**config.mk**
```make
export PLATFORM = sky130hd
export DESIGN_NAME = wave_gen
export DESIGN_NICKNAME = d
export VERILOG_FILES = /design/src/rtl/wave_gen.sv
export SDC_FILE = /design/constraint.sdc
export NUM_CORES = 1
export LEC_CHECK = 0
export ABC_AREA = 1
export CAP_MARGIN = 5
export CORE_MARGIN = 5
export CORE_UTILIZATION = 34
export CTS_BUF_LIST = sky130_fd_sc_hd__clkbuf_4
export CTS_CLUSTER_SIZE = 25
export DETAILED_ROUTE_END_ITERATION = 16
export DONT_BUFFER_PORTS = 1
export PLACE_DENSITY_LB_ADDON = 0.12
export SLEW_MARGIN = 20
export SYNTH_ARGS = -nofsm -noshare
export SYNTH_HDL_FRONTEND = slang
export SYNTH_SLANG_ARGS = --single-unit
```
**constraint.sdc**
```tcl
create_clock -name clk -period 9.5 [get_ports clk]
set_clock_uncertainty 0.1 [all_clocks]
set_input_delay 0.475 -clock clk [delete_from_list [all_inputs] [get_ports clk]]
set_output_delay 0.475 -clock clk [all_outputs]
set_load 0.02 [all_outputs]
```
**src/rtl/wave_gen.sv**
```systemverilog
// Tone generator: one sample per 2^N-clock PWM period from a phase accumulator, shaped and scaled by an AR envelope.
// Latency: sample registered on the tick edge, sample_vld strobes the following cycle; no backpressure, ena=0 freezes everything.
module wave_gen #(
    parameter int N        = 8,
    parameter int PW       = 16,
    parameter int ENV_STEP = 1
) (
    input  logic         clk,
    input  logic         rst_n,
    input  logic         ena,
    input  logic         gate,
    input  logic [7:0]   freq,
    input  logic [1:0]   wave,
    output logic [N-1:0] sample,
    output logic         sample_vld,
    output logic [1:0]   env_state
);

    typedef enum logic [1:0] {
        S_IDLE    = 2'b00,
        S_ATTACK  = 2'b01,
        S_SUSTAIN = 2'b10,
        S_RELEASE = 2'b11
    } env_st_e;

    localparam logic [N-1:0] FULL = {N{1'b1}};
    localparam logic [N:0]   STEP = (N+1)'(ENV_STEP);

    logic [N-1:0]   cnt_q, cnt_d;
    logic [PW-1:0]  phase_q, phase_d;
    logic [N-1:0]   env_q, env_d;
    env_st_e        st_q, st_d;
    logic [N-1:0]   sample_q, sample_d;
    logic           vld_q;

    logic           tick;
    logic [N-1:0]   p;
    logic [N-1:0]   tri_t;
    logic [N-1:0]   raw;
    logic [2*N-1:0] prod;
    logic [N:0]     env_sum;
    logic           unused_prod_lo;

    assign tick  = ena && (cnt_q == FULL);
    assign p     = phase_q[PW-1 -: N];
    assign tri_t = {p[N-2:0], 1'b0};

    always_comb begin
        raw = '0;
        case (wave)
            2'b00:   raw = p[N-1] ? FULL : '0;
            2'b01:   raw = p;
            2'b10:   raw = p[N-1] ? ~tri_t : tri_t;
            default: raw = '0;
        endcase
    end

    // Product uses the pre-tick phase and envelope; only the top half reaches the DAC.
    assign prod           = {{N{1'b0}}, raw} * {{N{1'b0}}, env_q};
    assign unused_prod_lo = ^prod[N-1:0];

    always_comb begin
        cnt_d    = ena  ? cnt_q + N'(1)         : cnt_q;
        phase_d  = tick ? phase_q + PW'(freq)   : phase_q;
        sample_d = tick ? prod[2*N-1:N]         : sample_q;
    end

    always_comb begin
        st_d    = st_q;
        env_d   = env_q;
        env_sum = {1'b0, env_q} + STEP;
        if (tick) begin
            case (st_q)
                S_IDLE: begin
                    env_d = '0;
                    if (gate) st_d = S_ATTACK;
                end
                S_ATTACK: begin
                    if (!gate) begin
                        st_d = S_RELEASE;
                    end else if (env_sum >= {1'b0, FULL}) begin
                        env_d = FULL;
                        st_d  = S_SUSTAIN;
                    end else begin
                        env_d = env_sum[N-1:0];
                    end
                end
                S_SUSTAIN: begin
                    env_d = FULL;
                    if (!gate) st_d = S_RELEASE;
                end
                S_RELEASE: begin
                    // A retrigger resumes the attack from wherever the release had got to.
                    if (gate) begin
                        st_d = S_ATTACK;
                    end else if ({1'b0, env_q} <= STEP) begin
                        env_d = '0;
                        st_d  = S_IDLE;
                    end else begin
                        env_d = env_q - STEP[N-1:0];
                    end
                end
            endcase
        end
    end

    always_ff @(posedge clk or negedge rst_n) begin
        if (!rst_n) begin
            cnt_q    <= '0;
            phase_q  <= '0;
            env_q    <= '0;
            st_q     <= S_IDLE;
            sample_q <= '0;
            vld_q    <= 1'b0;
        end else begin
            cnt_q    <= cnt_d;
            phase_q  <= phase_d;
            env_q    <= env_d;
            st_q     <= st_d;
            sample_q <= sample_d;
            vld_q    <= tick;
        end
    end

    assign sample     = sample_q;
    assign sample_vld = vld_q;
    assign env_state  = st_q;

endmodule

```
==> impl_metrics.py <==
metrics = {
    "setup_path": {
        "crit_path_max_incr_delay_ns": 0.66,
        "r2r_setup_slack_ns": 4.17,
        "rr_worst_depth": 18,
        "worst_setup_path_end_kind": "flop",
        "crit_chain": "xnor2_1, o221ai_1, nand2_1, fa_1, fa_1, inv_1, fa_1, inv_1, fa_1, inv_1, ha_1, a21oi_1, o21ai_0, a21oi_1, o31ai_1, or2_2, nand3_1, nand2_1",
        "startpoint_type": "flop",
        "arrival_ns": 5.50,
        "rr_endpoint": "sample[4]",
        "crit_top_cell": "fa_1",
        "path_buf_inv": 3,
        "r2r-start": "phase_q[15]",
        "cp.required_ns": 9.67,
        "crit_family": "adder cells",
        "worstPathMaxFanout": 11,
        "cp_slowest_cell": "dfrtp_1",
        "critical_path_class": "flop to flop",
    },
    "floorplanning": {
        "die_h_um": 132,
        "start_util_pct": 34.6,
        "rows": 44,
        "die_area_um2": 17300,
        "ioPinCount": 25,
        "coreArea_um2": 14500,
        "die-width_um": 132,
    },
    "place": {
        "post-dp-hpwl_mm": 9.89,
        "dp_slack_ns": 4.11,
        "place_congestion": 0.861,
        "portBuffers": 0,
    },
    "synth": {
        "syn_area_per_cell_um2": 7.36,
        "synthCells": 683,
        "syn_area_um2": 5030,
        "synth.distinct_cells": 42,
        "ys_seq_area_share_pct": 21.4,
        "synth.net_count": 784,
        "ys_ff_latch": 43,
        "yosysWarnings": 0,
    },
    "hold_path": {
        "worstHoldStart": "ena",
        "worstHoldEndpoint": "cnt_q[0]",
        "hold_class": "input port to flop",
        "hold_path_depth": 1,
    },
    "power": {
        "p_sw_uw": 114,
        "pwr_density_cell_nw_per_um2": 69.6,
        "pwr-share-clk_pct": 24.6,
        "p_comb_share_pct": 17.2,
        "vdd_drop_max_mv": 0.0730,
        "switching_share_pct": 31.0,
        "sequentialPowerShare_pct": 58.1,
        "p_leak_nw": 3.14,
        "intPower_uw": 255,
    },
    "timing": {
        "drv_slew": 0,
        "setup_viol": 0,
        "fin_setup_tns_ns": 0,
        "fmax_mhz": 187,
        "period_needed_ns": 5.33,
        "layout_setup_ws_ns": 4.17,
        "finalHoldViolCount": 0,
        "tightest_slew_ns": 0.781,
        "maxSlewHeadroom_pct": 48.0,
        "finalCritPeriodShare_pct": 56.1,
        "grt_setup_unrepaired": "no",
    },
    "route": {
        "drc": 0,
        "route.detailed.wl_per_inst_um": 14.0,
        "ant_nets": 0,
        "drt_iter0_drc": 226,
        "viasPerCell": 4.87,
        "vias": 4232,
        "wirelength_mm": 12.1,
        "first_pass_iters": 4,
    },
    "clock_network": {
        "cts_sinks": 43,
        "cts_setup_buffers": 0,
        "cts_tree": "yes",
        "cts-root-buf": "clkbuf_4",
        "cts_made_buffers": 5,
        "cts_buffer_depth": 2,
        "clk_latency_ns": 0.36,
        "htreeDepth": 2,
        "clk_pin_slew_worst_paths_ns": 0.13,
    },
    "status": {
        "outcome": "completed",
    },
    "final_layout": {
        "drive_gt1_share_pct": 3.37,
        "nNetsFinal": 783,
        "syn2layout_area_growth_pct": 5.45,
        "layout_common_cells": "nand2_1, inv_1, ha_1, dfrtp_1, nor2_1",
        "final_common_cell": "nand2_1",
        "fin_util_pct": 36.5,
    },
    "grt": {
        "grt_max_degree": 44,
        "grt_pass1_vias": 4050,
        "track_usage_pct": 14.2,
        "antenna_found_initial": 1,
        "grt-ovfl-total": 0,
        "grt_pass1_wl_mm": 20.2,
    },
    "job": {
        "max-cap-violations": 0,
    },
}
kinds of logic (layout without fill, tap and decap cells):
family / count (synthesis) / count (layout) / synth area share [%]
DFF: 43 / 43 / 21.4
adders and majority gates: 87 / 87 / 27.0
AOI/OAI and AO/OA: 74 / 74 / 8.46
xor gates and xnor gates: 32 / 32 / 5.58
buffers and inverters: 160 / 160 / 12.3
and+or+nand+nor: 287 / 287 / 25.2
other: 0 / 2 / 0
layer usage:
metal / track usage (%) / part of all wire, % / up-vias
met2: 22.5 / 48 / 68
met3: 2.56 / 4.3 / 12
met5: 0 / 0 / -
li1: - / - / 2115
met4: 4.74 / 1.9 / 0
met1: 19.5 / 46 / 2037
timing repair:
| item | CTS | global route |
|---|---|---|
| endpoints found under the hold margin | 43 | 0 |
| hold buffers | 2 | 0 |
| gates resized for setup | 0 | 0 |
| setup endpoints to repair | 0 | 0 |
state kept, by name, indices dropped and copies added (netlist names):
signal      count
cnt_q           8
env_state       2
phase_q        16
sample          8
sample_vld      1
env_q           8
how the worst max path moves through the flow:
stage                     cells after the start  slack, ns   endpoint   startpoint
final                                        18       4.17  sample[4]  phase_q[15]
after global routing                         18       3.78  sample[4]  phase_q[15]
after CTS                                    18       4.14  sample[4]  phase_q[15]
after detailed placement                     20       4.11  sample[4]      wave[0]
after global placement                       20       4.25  sample[4]      wave[0]
after floorplan                              20       4.62  sample[4]      wave[0]
power by group through the flow:
stage / combinational (mW) / sequential [mW] / clock (mW)
floorplan: 0.0495 / 0.215 / 0
finish: 0.0636 / 0.215 / 0.0909
global placement: 0.0572 / 0.218 / 0
detailed placement: 0.0590 / 0.218 / 0
CTS: 0.0648 / 0.215 / 0.0968
global route: 0.0735 / 0.218 / 0.106
layout make-up:
type,instances,area [um2]
Sequential cell,43,1080
Antenna cell,2,5.00
Inverter,149,559
Tap cell,184,230
Clock buffer,6,45.0
Fill cell,1596,9230
Timing Repair Buffer,3,45.0
Clock inverter,2,7.51
Multi-Input combinational cell,480,3330
through the flow:
step | hold WS [ns] | std cells | total power [mW] | instance area (um2)
2_1_floorplan | 0.0794 | 683 | 0.264 | 5030
3_3_place_gp | 0.0805 | 857 | 0.275 | 5200
3_5_place_dp | 0.0806 | 857 | 0.277 | 5200
4_1_cts | 0.0551 | 867 | 0.376 | 5300
5_1_grt | 0.0520 | 869 | 0.397 | 5300
6_report | 0.0788 | 869 | 0.369 | 5300
cell usage after synthesis (all sizes together):
library cell	count	area share, %
nand2	179	13
inv	149	11
ha	51	13
dfrtp	43	21
nand3	42	4.8
nor2	42	3.5
fa	36	14
o21ai	30	3.0
a21oi	24	2.4
xor2	23	4.0
nor3	10	1.3
xnor2	9	1.6
buf	8	0.95
nand4	7	0.87
a21o	5	0.75
o221ai	4	0.70
clkbuf	3	0.22
a31oi	2	0.25
nand3b	2	0.30
nor4	2	0.37
o31ai	2	0.30
a211oi	1	0.15
a21boi	1	0.15
a221oi	1	0.17
a22oi	1	0.15
and3	1	0.12
nor3b	1	0.37
o2111ai	1	0.17
o211ai	1	0.15
o21bai	1	0.15
or2	1	0.12
Note: power is estimated with default switching activity, not from simulation.
